===== src/rtl/icb_acc_bridge.sv =====
// ICB slave bridge to an accelerator: CSR window (start/base/status/cycle counter)
// and a byte-enabled synchronous SRAM window, with busy lockout and sticky-done IRQ.
module icb_acc_bridge #(
   parameter int unsigned SRAM_DW    = 64,
   parameter int unsigned SRAM_DEPTH = 4096,
   parameter int unsigned WIN_BIT    = 16
) (
   input  logic                          clk,
   input  logic                          rst_n,
   input  logic                          icb_cmd_valid,
   output logic                          icb_cmd_ready,
   input  logic                          icb_cmd_read,
   input  logic [31:0]                   icb_cmd_addr,
   input  logic [31:0]                   icb_cmd_wdata,
   input  logic [3:0]                    icb_cmd_wmask,
   output logic                          icb_rsp_valid,
   input  logic                          icb_rsp_ready,
   output logic [31:0]                   icb_rsp_rdata,
   output logic                          icb_rsp_err,
   output logic                          acc_start,
   input  logic                          acc_done,
   output logic [31:0]                   acc_input_base,
   output logic [31:0]                   acc_output_base,
   output logic                          sram_en,
   output logic                          sram_we,
   output logic [SRAM_DW/8-1:0]          sram_be,
   output logic [$clog2(SRAM_DEPTH)-1:0] sram_addr,
   output logic [SRAM_DW-1:0]            sram_wdata,
   input  logic [SRAM_DW-1:0]            sram_rdata,
   output logic                          irq
);

   localparam int unsigned BE_W   = SRAM_DW / 8;
   localparam int unsigned AW     = $clog2(SRAM_DEPTH);
   localparam int unsigned OFF_W  = $clog2(BE_W);
   localparam int unsigned LANES  = SRAM_DW / 32;
   localparam int unsigned LANE_W = (LANES > 1) ? $clog2(LANES) : 1;
   localparam int unsigned WORD_W = WIN_BIT - OFF_W;

   localparam int unsigned OFF_CTRL   = 32'h00;
   localparam int unsigned OFF_STATUS = 32'h04;
   localparam int unsigned OFF_INB    = 32'h08;
   localparam int unsigned OFF_OUTB   = 32'h0C;
   localparam int unsigned OFF_CYC    = 32'h10;
   localparam int unsigned OFF_PARAM  = 32'h14;

   localparam logic [31:0] PARAM_VAL = {8'(AW), 8'(BE_W), 16'h0002};

   typedef enum logic [1:0] {IDLE, SRD, RSP} state_t;

   state_t              state;
   logic                busy;
   logic                done;
   logic                irq_en;
   logic [31:0]         cycles;
   logic [LANE_W-1:0]   rd_lane;

   logic [WIN_BIT-1:0]  off_c;
   logic [WORD_W-1:0]   word_c;
   logic [LANE_W-1:0]   lane_c;
   logic                sram_win_c;
   logic                in_range_c;
   logic                sram_ok_c;
   logic                accept_c;
   logic [31:0]         csr_rdata_c;
   logic                csr_err_c;
   logic [31:0]         rd_word_c;
   logic                unused_ok;

   function automatic logic [31:0] merge_bytes(input logic [31:0] cur,
                                               input logic [31:0] wd,
                                               input logic [3:0]  m);
      logic [31:0] r;
      r = cur;
      for (int b = 0; b < 4; b++) begin
         if (m[b]) r[8*b +: 8] = wd[8*b +: 8];
      end
      return r;
   endfunction

   // Address decode of the presented command
   assign off_c      = icb_cmd_addr[WIN_BIT-1:0];
   assign word_c     = WORD_W'(off_c >> OFF_W);
   assign lane_c     = LANE_W'((icb_cmd_addr >> 2) % LANES);
   assign sram_win_c = icb_cmd_addr[WIN_BIT];
   assign in_range_c = 32'(word_c) < SRAM_DEPTH;
   assign sram_ok_c  = sram_win_c & in_range_c & ~busy;
   assign accept_c   = icb_cmd_valid & (state == IDLE);
   assign unused_ok  = ^{icb_cmd_addr[31:WIN_BIT+1], icb_cmd_addr[1:0]};

   assign icb_cmd_ready = (state == IDLE);

   // SRAM strobes are issued in the accept cycle so read data lands one cycle later
   assign sram_en    = accept_c & sram_ok_c;
   assign sram_we    = sram_en & ~icb_cmd_read;
   assign sram_be    = sram_we ? (BE_W'(icb_cmd_wmask) << (32'(lane_c) * 32'd4)) : '0;
   assign sram_addr  = AW'(word_c);
   assign sram_wdata = {LANES{icb_cmd_wdata}};

   always_comb begin
      rd_word_c = '0;
      for (int l = 0; l < LANES; l++) begin
         if (LANE_W'(l) == rd_lane) rd_word_c = sram_rdata[32*l +: 32];
      end
   end

   // CSR read mux and error decode
   always_comb begin
      csr_rdata_c = '0;
      csr_err_c   = 1'b0;
      case (32'(off_c))
         OFF_CTRL: begin
            csr_rdata_c = {30'd0, irq_en, 1'b0};
            csr_err_c   = ~icb_cmd_read & icb_cmd_wmask[0] & icb_cmd_wdata[0] & busy;
         end
         OFF_STATUS: csr_rdata_c = {30'd0, done, busy};
         OFF_INB:    csr_rdata_c = acc_input_base;
         OFF_OUTB:   csr_rdata_c = acc_output_base;
         OFF_CYC:    csr_rdata_c = cycles;
         OFF_PARAM:  csr_rdata_c = PARAM_VAL;
         default:    csr_err_c   = 1'b1;
      endcase
   end

   always_ff @(posedge clk or negedge rst_n) begin
      if (!rst_n) begin
         state           <= IDLE;
         icb_rsp_valid   <= 1'b0;
         icb_rsp_rdata   <= '0;
         icb_rsp_err     <= 1'b0;
         acc_start       <= 1'b0;
         irq             <= 1'b0;
         busy            <= 1'b0;
         done            <= 1'b0;
         irq_en          <= 1'b0;
         cycles          <= '0;
         acc_input_base  <= '0;
         acc_output_base <= '0;
         rd_lane         <= '0;
      end else begin
         acc_start <= 1'b0;
         irq       <= done & irq_en;

         // Run tracking; a START write below can only fire while not busy
         if (busy) begin
            if (cycles != '1) cycles <= cycles + 32'd1;
            if (acc_done) begin
               busy <= 1'b0;
               done <= 1'b1;
            end
         end

         case (state)
            IDLE: begin
               if (icb_cmd_valid) begin
                  if (sram_win_c) begin
                     if (sram_ok_c && icb_cmd_read) begin
                        rd_lane <= lane_c;
                        state   <= SRD;
                     end else begin
                        icb_rsp_valid <= 1'b1;
                        icb_rsp_err   <= ~sram_ok_c;
                        icb_rsp_rdata <= '0;
                        state         <= RSP;
                     end
                  end else begin
                     icb_rsp_valid <= 1'b1;
                     icb_rsp_err   <= csr_err_c;
                     icb_rsp_rdata <= (icb_cmd_read && !csr_err_c) ? csr_rdata_c : '0;
                     state         <= RSP;
                     if (!icb_cmd_read) begin
                        case (32'(off_c))
                           OFF_CTRL: begin
                              if (icb_cmd_wmask[0]) begin
                                 irq_en <= icb_cmd_wdata[1];
                                 if (icb_cmd_wdata[0] && !busy) begin
                                    acc_start <= 1'b1;
                                    busy      <= 1'b1;
                                    done      <= 1'b0;
                                    cycles    <= '0;
                                 end
                              end
                           end
                           // A done pulse in the same cycle keeps DONE set
                           OFF_STATUS: begin
                              if (icb_cmd_wmask[0] && icb_cmd_wdata[1] && !(busy && acc_done))
                                 done <= 1'b0;
                           end
                           OFF_INB:  acc_input_base  <= merge_bytes(acc_input_base, icb_cmd_wdata, icb_cmd_wmask);
                           OFF_OUTB: acc_output_base <= merge_bytes(acc_output_base, icb_cmd_wdata, icb_cmd_wmask);
                           default: ;
                        endcase
                     end
                  end
               end
            end
            SRD: begin
               icb_rsp_valid <= 1'b1;
               icb_rsp_err   <= 1'b0;
               icb_rsp_rdata <= rd_word_c;
               state         <= RSP;
            end
            RSP: begin
               if (icb_rsp_ready) begin
                  icb_rsp_valid <= 1'b0;
                  state         <= IDLE;
               end
            end
            default: state <= IDLE;
         endcase
      end
   end

endmodule


===== config.mk =====
export PLATFORM = sky130hd
export DESIGN_NAME = icb_acc_bridge
export DESIGN_NICKNAME = d
export VERILOG_FILES = /design/src/rtl/icb_acc_bridge.sv
export SDC_FILE = /design/constraint.sdc
export NUM_CORES = 1
export LEC_CHECK = 0
export CAP_MARGIN = 20
export CELL_PAD_IN_SITES_DETAIL_PLACEMENT = 1
export CELL_PAD_IN_SITES_GLOBAL_PLACEMENT = 2
export CORE_ASPECT_RATIO = 0.5
export CORE_MARGIN = 1.5
export CORE_UTILIZATION = 34
export CTS_BUF_LIST = sky130_fd_sc_hd__clkbuf_16
export CTS_CLUSTER_DIAMETER = 120
export DETAILED_ROUTE_END_ITERATION = 8
export DONT_BUFFER_PORTS = 1
export PLACE_DENSITY_LB_ADDON = 0.1
export REMOVE_ABC_BUFFERS = 1
export SLEW_MARGIN = 5
export SYNTH_ARGS = -nofsm -noshare
export SYNTH_HDL_FRONTEND = slang
export SYNTH_SLANG_ARGS = --single-unit

===== constraint.sdc =====
create_clock -name clk -period 1.72 [get_ports clk]
set_input_delay 0.344 -clock clk [delete_from_list [all_inputs] [get_ports clk]]
set_output_delay 0.344 -clock clk [all_outputs]
set_load 0.005 [all_outputs]

# Yosys cells after proc, flatten, opt, wreduce, memory -nomap -nowiden
# Cells that the tools add are included.
# classes
mux	58
add_sub_neg	1
n_lt_le_gt_ge	1
n_eq_ne	11
reduce_logical	27
bitwise	13
shift	1
# op_table
operator	count
two-way mux 32 bit	14
case mux 32 bit (6 select lines)	1
case mux 32 bit (2 select lines)	1
AND reduction 6 bit	9
adder 32 x 1 -> 32 bit (second input constant)	1
== test 16 x 4 -> 1 bit (second input constant)	2
== test 16 x 5 -> 1 bit (second input constant)	2
two-way mux 1 bit	32
inequality test 32 bit (second input constant)	1
== test 16 x 3 -> 1 bit (second input constant)	1
zero test 16 bit	1
less-than comparator 13 bit (second input constant)	1
bitwise AND 1 bit	9
two-way mux 2 bit	4
two-way mux 8 bit	1
AND reduction 4 bit	2
<< shifter 4 x 3 -> 8 bit	1
logical AND 1 bit	6
case mux 1 bit (2 select lines)	3
case mux 2 bit (3 select lines)	1
OR reduction 5 bit	1
inequality test 2 bit (second input constant)	2
inverter 1 bit	4
zero test 1 bit	3
9 further kinds	9
# totals
in_bits	138
register_bits	138
out_inout_bits	187
word_cells	131

# Longest topological paths before layout
# logic_depth
word_depth	11
mapped_depth	8

# Least setup slack after synthesis
# Ideal clock, no wire load.
# synth_timing
path_kind	input port to flip-flop
from	input port icb_cmd_addr[4]
to	register acc_input_base[14]
required_ns	1.595
setup_time_ns	0.125
t_arrival_ns	1.781
cell_stages	7
path_slack_ns	-0.185
cell_sequence	buf_2 -> nor4b_2 -> nand4_1 -> nor2_1 -> and3_1 -> buf_2 -> mux2_2
# synth_between
elab_chain_cells	2
# synth_lines
item	line_no	source
start, declared	13	input logic [31:0] icb_cmd_addr,
== test 16 x 4 -> 1 bit	172	case (32'(off_c))
AND reduction 6 bit (no source line)	-	
end signal, assigned	189	OFF_INB: acc_input_base <= merge_bytes(acc_input_base, icb_cmd_wdata, icb_cmd_wmask);
end, declared	22	output logic [31:0] acc_input_base,
# Every way passes these cells.
# A chain may end at the register's enable or synchronous reset.

# Final worst setup path
# layout_timing
from	register busy
to	output port sram_be[6]
# layout_between
elab_chain_cells	5
# layout_lines
item	line_no	source
start, declared	52	logic busy;
start signal, assigned	133	busy <= 1'b0;
start signal, assigned	148	busy <= 1'b0;
start signal, assigned	178	busy <= 1'b1;
inverter 1 bit	87	assign sram_ok_c = sram_win_c & in_range_c & ~busy;
bitwise AND 1 bit	87	
bitwise AND 1 bit	94	assign sram_en = accept_c & sram_ok_c;
bitwise AND 1 bit	95	assign sram_we = sram_en & ~icb_cmd_read;
two-way mux 8 bit	96	assign sram_be = sram_we ? (BE_W'(icb_cmd_wmask) << (32'(lane_c) * 32'd4)) : '0;
end, declared	26	output logic [SRAM_DW/8-1:0] sram_be,
# Every way passes these cells.

==> qor.csv <==
metric;value;unit
Crit-path slowest cell;dfrtp_1;
worst-margin pin slew;526.5;ps
Syn Inst Count;726;
met2 wire length;12.74;mm
Tmin final;2147;ps
status;finished with violations;
RePlAce Congestion;0.7924;
PD cells;758.4;nW/um^2
Combinational Power Share;0.097;
Die ar.;23260;um^2
antenna-violating nets left;0;
fmax;465.7;MHz
clock slew at reported path FFs;60;ps
number of synthesized flops with an enable pin;0;
crit-path cells;nor3b_2 -> buf_4 -> and3_4 -> nor2b_4 -> buf_6 -> and3_4;
synthesized flop and latch total;138;
Worst Setup Start Kind;flop;
vias in the first global route;6388;
Switch Pwr;1.874;mW
drt wl/cell;25.04;um
yosys warns;0;
switch share;0.2555;
final non-filler cell total;1100;
worst min path class;primary input to asynchronous set/reset pin;
worst reg2reg path startpoint;cycles[19];
grt total ovfl;0;
final period utilization;1.248;
CP Capture Type;primary output;
Synth top area share;0.4555;
max cap viols;0;
worst r2r path cells;6;
Syn-to-layout area delta;27.58;%
Via-to-Cell Ratio;5.639;
top cells by area, synth;dfrtp_1 (46%), buf_4 (7.8%), mux2_2 (5.2%), mux2_1 (4.8%), mux2i_1 (4.5%);
top sig layer;met4;
Buffers & Inverters on Critical Path;2;
worst-skew pair later-pin latency;440;ps
n_diodes;0;
IO Count;325;
CP max FO;5;
# fillers;2388;
final worst slack;-427.4;ps
Synth area leader;dfrtp_1;
Routed Wire Length;27.55;mm
final-layout worst hold slack;-389.7;ps
clock sinks;138;
first-pass GRT wire length;40.47;mm
Clock Tree Buf Depth;2;
Die Y-Extent;108.6;um
maximum vdd ir drop;0.5293;mV
Num CTS Buffers;17;
final net count;927;
synth unique cells;59;
GRT Overall Usage;0.2362;
Residual DRC;0;
Post-CTS Hold Buffers;2;
ys async rst share;1.000;
RSZ-0062 raised after global routing;yes;
most common cell after layout, fill and taps aside;dfrtp_1;
PortBufs;0;
Root Buffer;clkbuf_16;
# setup viols final;42;
crit-path max cell delay;400;ps
R2R Setup Slk;-230;ps
most used cell, CP;and3_4;
placed cell count;1031;
most frequent cells in the layout;dfrtp_1 (136), buf_4 (114), nor2_1 (42), a21oi_1 (40), o21ai_1 (36);
DP HPWL;19.34;mm
pin count of the biggest net entering global routing;139;
Starting Density;0.3481;
share of cells above drive strength 1;0.3863;
slew margin rel.;0.6490;
core area;21780;um^2
Crit Path Class;flop to primary output;
Critical Path RT;1380;ps
Syn Area/Cell;10.44;um^2
Clk pwr share;0.436;
DR vias;6203;
register area share after synthesis;0.4555;
Netlist Area Pre-Place;7581;um^2
drt first pass iters;8;
drt initial violations;532;
Slew Viols, Final;0;
total internal power;5.461;mW
failing checks;hold timing, setup timing;
initial antenna violation count;1;
register share of total power;0.467;
Met1 Wirelength;13.13;mm
Layout Skew;8.096;ps
CTS tree;yes;
Fin. Hold Viols;138;
crit path DAT;1800;ps
Synth Flop Type;dfrtp_1;
worst r2r dst;cycles[28];
cell leakage power;4.464;nW
row count;38;
wire length on met3;1.438;mm
htree depth;4;
Top delay family on crit path;simple AND/OR/NAND/NOR gates;
DIE WIDTH;214.2;um
Yosys cell counts, types with 2 or more instances:
library cell,count
a2111oi_0,2
buf_1,2
a22oi_1,2
and3_1,20
nor3b_1,2
nor4_2,3
o21ai_1,30
dfrtp_1,138
nand3_2,3
nor4_1,3
buf_4,79
clkbuf_1,15
and3_2,2
mux2_1,32
or4_1,5
o211ai_1,8
nor2_1,45
or4_4,2
a2bb2oi_1,2
mux2_2,35
a21boi_0,2
xnor2_1,3
a32o_1,3
nor2b_1,4
o21ai_0,24
nand3_1,12
nor3_1,5
a21oi_1,54
and2_1,8
o31ai_1,7
buf_2,21
and4_1,6
inv_1,10
nand4_1,9
or3_1,18
nand4_2,2
a222oi_1,27
mux2i_1,34
and4_2,2
nand2b_1,4
nand2_1,23
cell type report:
type | count | area, um^2 | share of cell area
Inverter | 10 | 37.54 | 0.003881
Timing Repair Buffer | 160 | 1563 | 0.1616
Sequential cell | 138 | 3456 | 0.3573
Tap cell | 300 | 375.4 | 0.03881
Multi-Input combinational cell | 461 | 3746 | 0.3873
Clock inverter | 14 | 68.82 | 0.007115
Clock buffer | 17 | 425.4 | 0.04398
sequential cells by signal, indices dropped and copies added, names as in the netlist:
register and count:
irq_en 1, state 2, cycles 32, icb_rsp_rdata 32
icb_rsp_err 1, done 1, icb_rsp_valid 1, irq 1
busy 1, rd_lane 1, acc_input_base 32, acc_start 1
acc_output_base 32
per-layer routing:
metal	up-vias	GRT usage
li1	2754	-
met1	3270	0.3237
met2	163	0.3764
met3	16	0.05654
met4	0	0.06036
met5	-	0
logic make-up (layout without fill, tap and decap cells):
group / count (synthesis) / count (layout) / synth area share
buffers and inverters: 127 / 201 / 0.1055
adders and majority gates: 1 / 1 / 0.001650
DFF: 138 / 138 / 0.4555
and+or+nand+nor: 184 / 184 / 0.1408
AOI/OAI and AO/OA: 171 / 171 / 0.1476
xor gates and xnor gates: 4 / 4 / 0.004622
muxes: 101 / 101 / 0.1444
stage by stage:
| stage | instance area (um^2) | util | power, mW | TNS, ps | worst slack [ps] |
|---|---|---|---|---|---|
| floorplan | 6819 | - | 3.896 | -48060 | -955.4 |
| global placement | 8349 | 0.3834 | 4.148 | -42170 | -463.5 |
| detailed placement | 8349 | 0.3834 | 4.162 | -45660 | -531.6 |
| CTS | 9348 | 0.4293 | 7.430 | -6903 | -445.2 |
| global route | 9672 | 0.4442 | 7.639 | -11100 | -497.4 |
| finish | 9672 | 0.4442 | 7.335 | -7596 | -427.4 |
worst max path at each step:
stage | from | end | slack, ps | cells past startpoint
2_1_floorplan | busy | icb_rsp_rdata[22] | -960 | 5
3_5_place_dp | icb_cmd_addr[13] | acc_input_base[11] | -530 | 7
3_3_place_gp | icb_cmd_addr[13] | acc_input_base[21] | -460 | 7
6_report | busy | sram_be[6] | -430 | 6
4_1_cts | busy | sram_be[0] | -450 | 6
5_1_grt | busy | sram_be[2] | -500 | 6
worst reg2reg max path, stage by stage (launching register included):
cell	delay, ps
dfrtp_1	390
buf_6	120
and4_4	230
o211ai_1	100
or4_4	520
or3_4	380
a21oi_2	120
power by group through the flow:
stage	clock network [mW]	registers, mW	logic, mW
3_3_place_gp	0	3.48	0.670
4_1_cts	3.30	3.42	0.704
3_5_place_dp	0	3.48	0.683
2_1_floorplan	0	3.54	0.358
5_1_grt	3.44	3.43	0.774
6_report	3.20	3.42	0.711
timing repair:
item,in CTS,in global routing
hold endpoints to repair,140,138
gates cloned,3,2
resized for setup,62,70
endpoints found under the setup margin,121,124
pin swaps,38,38
setup buffers,29,10
Power figures use the tool's default switching activity.
